[src/rtl/instruction_fetch.sv]
// MIPS instruction fetch stage: owns the PC, drives the instruction memory address,
// and registers the returned word into IF/ID with stall/flush/redirect/fault handling.
module instruction_fetch #(
    parameter logic [31:0] RESET_PC   = 32'h0000_0000,
    parameter int          IMEM_BYTES = 256
) (
    input  logic        clk,
    input  logic        reset_n,
    output logic [31:0] pc,
    input  logic [31:0] instruction,
    input  logic        stall,
    input  logic        flush,
    input  logic        branch_taken,
    input  logic [31:0] branch_target,
    input  logic        jump,
    input  logic [25:0] jump_index,
    output logic [31:0] if_id_instruction,
    output logic [31:0] if_id_pc_plus4,
    output logic        if_id_valid,
    output logic        fault
);

    localparam logic [31:0] LAST_PC = 32'(IMEM_BYTES - 4);

    typedef enum logic [1:0] {
        ST_BOOT = 2'd0,
        ST_RUN  = 2'd1,
        ST_HALT = 2'd2
    } state_t;

    state_t      state_q, state_d;
    logic [31:0] pc_q, pc_d;
    logic [31:0] if_id_instr_q, if_id_instr_d;
    logic [31:0] if_id_pc4_q, if_id_pc4_d;
    logic        if_id_valid_q, if_id_valid_d;
    logic        fault_q, fault_d;

    logic [31:0] pc_plus4;
    logic [31:0] jump_pc;
    logic [31:0] next_pc;
    logic        redirect;
    logic        next_illegal;

    assign pc_plus4 = pc_q + 32'd4;
    assign jump_pc  = {pc_plus4[31:28], jump_index, 2'b00};
    assign redirect = branch_taken | jump;

    // Branch beats jump: it belongs to the older instruction further down the pipe.
    always_comb begin
        if (branch_taken) begin
            next_pc = branch_target;
        end else if (jump) begin
            next_pc = jump_pc;
        end else if (stall) begin
            next_pc = pc_q;
        end else begin
            next_pc = pc_plus4;
        end
    end

    // A held PC is never re-checked, so a stall on a legal PC can never fault.
    assign next_illegal = (next_pc != pc_q) &&
                          ((next_pc[1:0] != 2'b00) || (next_pc > LAST_PC));

    always_comb begin
        state_d       = state_q;
        pc_d          = pc_q;
        if_id_instr_d = if_id_instr_q;
        if_id_pc4_d   = if_id_pc4_q;
        if_id_valid_d = if_id_valid_q;
        fault_d       = fault_q;

        case (state_q)
            ST_BOOT: begin
                state_d       = ST_RUN;
                if_id_valid_d = 1'b0;
            end
            ST_RUN: begin
                if (next_illegal) begin
                    state_d       = ST_HALT;
                    fault_d       = 1'b1;
                    if_id_valid_d = 1'b0;
                end else begin
                    pc_d = next_pc;
                    if (redirect || flush) begin
                        if_id_instr_d = 32'h0;
                        if_id_pc4_d   = 32'h0;
                        if_id_valid_d = 1'b0;
                    end else if (!stall) begin
                        if_id_instr_d = instruction;
                        if_id_pc4_d   = pc_plus4;
                        if_id_valid_d = 1'b1;
                    end
                end
            end
            ST_HALT: begin
            end
            default: begin
                state_d = ST_BOOT;
            end
        endcase
    end

    always_ff @(posedge clk or negedge reset_n) begin
        if (!reset_n) begin
            state_q       <= ST_BOOT;
            pc_q          <= RESET_PC;
            if_id_instr_q <= 32'h0;
            if_id_pc4_q   <= 32'h0;
            if_id_valid_q <= 1'b0;
            fault_q       <= 1'b0;
        end else begin
            state_q       <= state_d;
            pc_q          <= pc_d;
            if_id_instr_q <= if_id_instr_d;
            if_id_pc4_q   <= if_id_pc4_d;
            if_id_valid_q <= if_id_valid_d;
            fault_q       <= fault_d;
        end
    end

    assign pc                = pc_q;
    assign if_id_instruction = if_id_instr_q;
    assign if_id_pc_plus4    = if_id_pc4_q;
    assign if_id_valid       = if_id_valid_q;
    assign fault             = fault_q;

endmodule

[config.mk]
export PLATFORM = sky130hd
export DESIGN_NAME = instruction_fetch
export DESIGN_NICKNAME = d
export VERILOG_FILES = /design/src/rtl/instruction_fetch.sv
export SDC_FILE = /design/constraint.sdc
export NUM_CORES = 1
export LEC_CHECK = 0
export ABC_CLOCK_PERIOD_IN_PS = 5000
export BUFFER_PORTS_ARGS = -buffer_cell sky130_fd_sc_hd__buf_4
export CORE_MARGIN = 5
export CORE_UTILIZATION = 57
export CTS_CLUSTER_DIAMETER = 30
export CTS_CLUSTER_SIZE = 10
export DETAILED_ROUTE_END_ITERATION = 10
export PLACE_DENSITY = 0.91
export SYNTH_ARGS = -nofsm -noshare
export SYNTH_HDL_FRONTEND = slang
export SYNTH_SLANG_ARGS = --single-unit
[constraint.sdc]
create_clock -name clk -period 5 [get_ports clk]
set_clock_uncertainty 0.2 [all_clocks]
set_input_delay 0.5 -clock clk [delete_from_list [all_inputs] [get_ports clk]]
set_output_delay 0.5 -clock clk [all_outputs]
set_load 0.005 [all_outputs]
After elaboration in Yosys (flattened, before gate mapping)
Index checks and enable logic that the tools add are counted.
- register bits after elaboration: 100
- input port bits: 96
- $add $sub $neg: 1
- order comparisons: 1
- equality and inequality tests: 6
- multiplexer cells: 13
- bitwise gates (word level): 3
- reduce and logical (&&, ||, !) cells: 11
- operator list (operator ; count):
    $mux 32 ; 7
    $add 32x3->32 const B ; 1
    $gt 32x8->1 const B ; 1
    $ne 32x32->1 ; 1
    $reduce_and 2->1 ; 4
    $pmux 2 s3 ; 1
    $ne 4x4->1 const B ; 1
    $reduce_bool 2->1 ; 2
    $mux 1 ; 3
    $reduce_and 3->1 ; 1
    $eq 2x1->1 const B ; 1
    $eq 2x2->1 const B ; 1
    $logic_not 2->1 ; 1
    $logic_or 1x1->1 ; 2
    $mux 2 ; 1
    $ne 2x1->1 const B ; 1
    $ne 2x2->1 const B ; 1
    $not 1->1 ; 2
    $pmux 1 s2 ; 1
    $logic_and 1x1->1 ; 1
    $or 1x1->1 ; 1

Logic depth before layout (Yosys ltp)
- word-level depth: 9
- gate-level depth with buffers: 14

Worst setup path after synthesis
OpenSTA, ideal clock, no wires.
- path type: in2reg
- start: input jump
- end: register pc_q[28] (netlist: pc[28])
- setup time: 0.128 ns
- data arrival time: 3.116 ns
- path slack: 1.557 ns
- stages: 13
- cell sequence: buf_2 > buf_2 > and2_1 > o31a_1 > a2111oi_0 > nand4_1 > nor4b_1 > nand4_1 > o22ai_2 > and2_1 > buf_8 > buf_8 > mux2_1
- cells in the longest elaborated chain, start to end: 7
- elaborated cells on any way between the ends: 9
- those cells by class: order compare (1); eq/ne (1); mux (2); bitwise (1); reduce/logical (4)
- ends and longest elaborated chain (item ; RTL line ; RTL):
    start: declaration ; 15 ; input logic jump,
    $mux 32 (*) ; 52 ; end else if (jump) begin
    $mux 32 (*) ; 50 ; if (branch_taken) begin
    $gt 32x8->1 / $reduce_bool 2->1 (equally long branches) ; 63 ; ((next_pc[1:0] != 2'b00) || (next_pc > LAST_PC));
    $logic_or 1x1->1 ; 63 ;
    $logic_and 1x1->1 ; 62 ; assign next_illegal = (next_pc != pc_q) &&
    $not 1->1 (no line) ; -- ;
    $reduce_and 2->1 (no line) ; -- ;
    end signal: assignment ; 114 ; pc_q <= pc_d;
    end: declaration ; 32 ; logic [31:0] pc_q, pc_d;
Every way passes the cells marked *; elsewhere a longest branch is shown, timed or not.
A chain may end at the register's enable or synchronous reset.

Final worst setup path
- start: register pc_q[2] (netlist: pc[2])
- end: register if_id_instr_q[13] (netlist: if_id_instruction[13])
- cells in the longest elaborated chain, start to end: 9
- elaborated cells on any way between the ends: 10
- those cells by class: add/sub (1); order compare (1); eq/ne (1); mux (3); bitwise (1); reduce/logical (3)
- ends and longest elaborated chain (item ; RTL line ; RTL):
    $add 32x3->32 ; 44 ; assign pc_plus4 = pc_q + 32'd4;
    $mux 32 ; 54 ; end else if (stall) begin
    $mux 32 ; 52 ;
    $mux 32 ; 50 ;
    $gt 32x8->1 ; 63 ;
    $logic_or 1x1->1 ; 63 ;
    $logic_and 1x1->1 (*) ; 62 ;
    $not 1->1 (no line) (*) ; -- ;
    $reduce_and 3->1 (no line) (*) ; -- ;
    end signal: assignment ; 115 ; if_id_instr_q <= if_id_instr_d;
    end: declaration ; 33 ; logic [31:0] if_id_instr_q, if_id_instr_d;
Marks and branches as above.

==> summary.md <==
| Metric | Value |
|---|---|
| First-pass DRT Iterations | `7` |
| RSZ-0062 raised after global routing | `no` |
| PD cells | `220.6 mW/mm^2` |
| Die H | `roughly 120 um` |
| Worst Path Required | `5.08 ns` |
| Leakage power | `3.757 nW` |
| # nets final | `960` |
| Fillcell total | `800` |
| Hold WC Path Type | `input port to register` |
| CTS Buf Count | `9` |
| DR vias/cell | `about 7` |
| Resize count post-CTS | `0` |
| DRT iter0 DRCs | `1114` |
| Setup Crit Path Kind | `register to register` |
| CP max FO | `64` |
| WHS Path Cells | `2` |
| Synth Area in Simple Gates | `0.2116` |
| Post-synth EDFFs | `0` |
| Max-Cap Viols | `0` |
| Largest net degree at the start of global routing | `65` |
| DR vias | `7128` |
| Global-route wire length before repair | `41.79 mm` |
| # DRC | `0` |
| Top post-synthesis cells by area | `dfrtp_1, a32o_1, xnor2_1` |
| Clk sinks | `100` |
| Root buf cell | `clkbuf_16` |
| Clk_lat worst skew | `0.35 ns` |
| Fin. Hold Viols | `0` |
| Largest family of logic cells by synthesized area | `compound AO/OA/AOI/OAI gates` |
| DRT antenna net count | `0` |
| Seq cells post-synth | `100` |
| Cell taking the most area after synthesis | `dfrtp_1` |
| Share of the synthesized area in the top cell type | `0.3792` |
| Post-route setup slack | `0.5192 ns` |
| Xor and xnor fraction of the mapped netlist area | `0.06769` |
| Proportion of layout cells with a drive suffix above 1 | `0.2846` |
| Maximum vdd ir drop | `264.4 uV` |
| Slowest-stage cell, CP | `or4_1` |
| Critical path depth in cells | `12` |
| Post-CTS Hold Buffers | `1` |
| Clk buf depth | `2` |
| Multiplexer share of the synthesized area | `0.02636` |
| Die X | `117.6 um` |
| Synth unique cells | `between 70 and 80` |
| Worst Tran Pin Value | `approximately 1.1 ns` |
| Synth warn | `0` |
| Worst rel slew slack | `0.2881` |
| DP HPWL | `19.45 mm` |
| Arr. time, crit path | `4.56 ns` |
| Post-synthesis compound-gate area fraction | `0.2505` |
| WP buf/inv | `2` |
| # H-tree levels | `3` |
| Post-Syn Instances | `slightly above 700` |
| Post-synth ARST share | `1.000` |
| Total power | `1.844 mW` |
| Top_reg_cell synth | `dfrtp_1` |
| CP Launch Type | `register` |
| Worst r2r path cells | `12` |
| CTS tree | `done` |
| Max Clk Rate | `0.2232 GHz` |
| Port Buffer Count | `193` |
| ANT cells | `0` |
| Antenna violations before repair | `0` |
| Area delta synth->final | `26.72%` |
| TNS Setup | `0 ns` |
| Outcome | `finished, final reports clean` |
| Top cells by instance count after synthesis | `dfrtp_1, a32o_1, nand2_1` |
| Syn Area/Cell | `9.334 um^2` |
| Clock transition at path regs | `roughly 0.070 ns` |
| Initial Util | `0.5804` |
| Area of the multi-input gates | `0.003691 mm^2` |
| I/O pin count | `194` |
| Fin crit share | `0.8962` |
| Top cell by count, worst path | `buf_4` |
| Final setup viols | `0` |
| Core footprint | `0.01137 mm^2` |
| Top Family by Delay on Critical Path | `simple AND/OR/NAND/NOR gates` |
| Register area | `0.002502 mm^2` |
| Final estimated routing congestion in global placement | `1.003` |
| Overflow after GRT | `0` |
| Synth Area in Adders | `0.001896` |
| Synthesized area | `between 0.006 and 0.007 mm^2` |
| Vias in the first global route | `6947` |
| Rows | `39` |
| Post CTS Setup Buffer Count | `0` |
| WL per Instance | `26.94 um` |
| Crit path time final | `4.481 ns` |
| Largest stage delay on the critical path | `between 0.6 and 0.7 ns` |
| Total wire length | `27.24 mm` |
| Pins Over Slew Limit | `0` |
| Synthesized Nets | `804` |
| Pre-CTS WS | `0.7984 ns` |
| Endpoint class of the critical path | `register` |
| CP Cell Sequence | `ha_1 > and4_1 > nand3_1 > or4_1 > a31oi_1 > nor4_1 > nand4_1 > o22ai_2 > buf_4 > nand2_2 > buf_4 > a32o_1` |
| Total GRT Usage | `0.3815` |
| Total die area | `0.01383 mm^2` |
| Seq/Total Area, Yosys | `0.3792` |
| Count leader, synth | `dfrtp_1` |
-- worst paths after layout --
path | slack, ns | end | startpoint
worst max-delay path | 0.52 | if_id_instruction[13] | pc[2]
worst min-delay path | 0.19 | if_id_instruction[29] | instruction[29]
worst max register to register | 0.52 | if_id_instruction[13] | pc[2]
worst min register to register | 0.29 | fault | fault
max in group asynchronous | 2.97 | pc[7] | reset_n
min in group asynchronous | 0.52 | pc[29] | reset_n
-- kinds of logic after synthesis --
| kind of cell | after synthesis |
|---|---|
| multiplexers | 16 |
| buffers and inverters | 87 |
| AND/OR/NAND/NOR | 234 |
| flip-flops | 100 |
| AO/OA/AOI/OAI | 218 |
| XOR/XNOR | 51 |
| adder cells (fa/ha/maj) | 1 |
-- power breakdown --
| part | switching (mW) | internal, mW | leakage (nW) |
|---|---|---|---|
| Clock | 0.314 | 0.404 | 0.140 |
| Combinational | 0.183 | 0.115 | 2.25 |
| Sequential | 0.0117 | 0.817 | 1.37 |
-- state kept, by name (all words and copies together), names as in the netlist --
| register | count |
|---|---|
| state_q | 2 |
| if_id_instruction | 32 |
| fault | 1 |
| if_id_pc_plus4 | 32 |
| pc | 32 |
| if_id_valid | 1 |
-- cell usage in the layout, fill, tap and decap left out, drive strengths merged, types with 8 or more instances in the layout --
| master | Yosys | layout |
|---|---|---|
| inv | 17 | 17 |
| a32o | 43 | 43 |
| nand3 | 23 | 23 |
| buf | 32 | 214 |
| o21ai | 31 | 31 |
| a21oi | 33 | 33 |
| and2 | 32 | 32 |
| xor2 | 22 | 22 |
| nand4 | 19 | 19 |
| nor2 | 24 | 24 |
| o31ai | 11 | 11 |
| xnor2 | 29 | 29 |
| nor3 | 11 | 11 |
| or4 | 8 | 8 |
| a22oi | 8 | 8 |
| clkbuf | 38 | 13 |
| and4 | 8 | 8 |
| nor2b | 9 | 9 |
| mux2 | 11 | 11 |
| nand3b | 10 | 10 |
| nand2 | 41 | 41 |
| nor4 | 17 | 17 |
| a211oi | 9 | 9 |
| dfrtp | 100 | 100 |
| nand2b | 11 | 11 |
-- metal layers --
layer	vias to the layer above	part of all wire	global-route usage
met4	0	0.065	0.1971
met3	149	0.12	0.1124
met5	-	0	0
met2	575	0.45	0.5934
met1	3400	0.36	0.4817
li1	3004	-	-
-- per-stage QoR --
step | hold slack, ns | std cells | utilization | cell area (um^2)
after global routing | 0.1904 | 1011 | 0.7354 | 8362
after floorplan | 0.004409 | 707 | - | 6599
final | 0.1911 | 1011 | 0.7354 | 8362
after detailed placement | 0.2668 | 994 | 0.7085 | 8055
after global placement | 0.2615 | 994 | 0.7085 | 8055
after CTS | 0.1898 | 1011 | 0.7354 | 8362
-- layout make-up --
type / instances / share of cell area
multi-input cells: 520 / 0.4414
inverters: 17 / 0.007631
flip-flops and latches: 100 / 0.2993
repair buffers: 215 / 0.1948
clock inverters: 3 / 0.005536
well taps: 143 / 0.02140
clock buffers: 13 / 0.02993
Note: power is estimated with default switching activity, not from simulation.
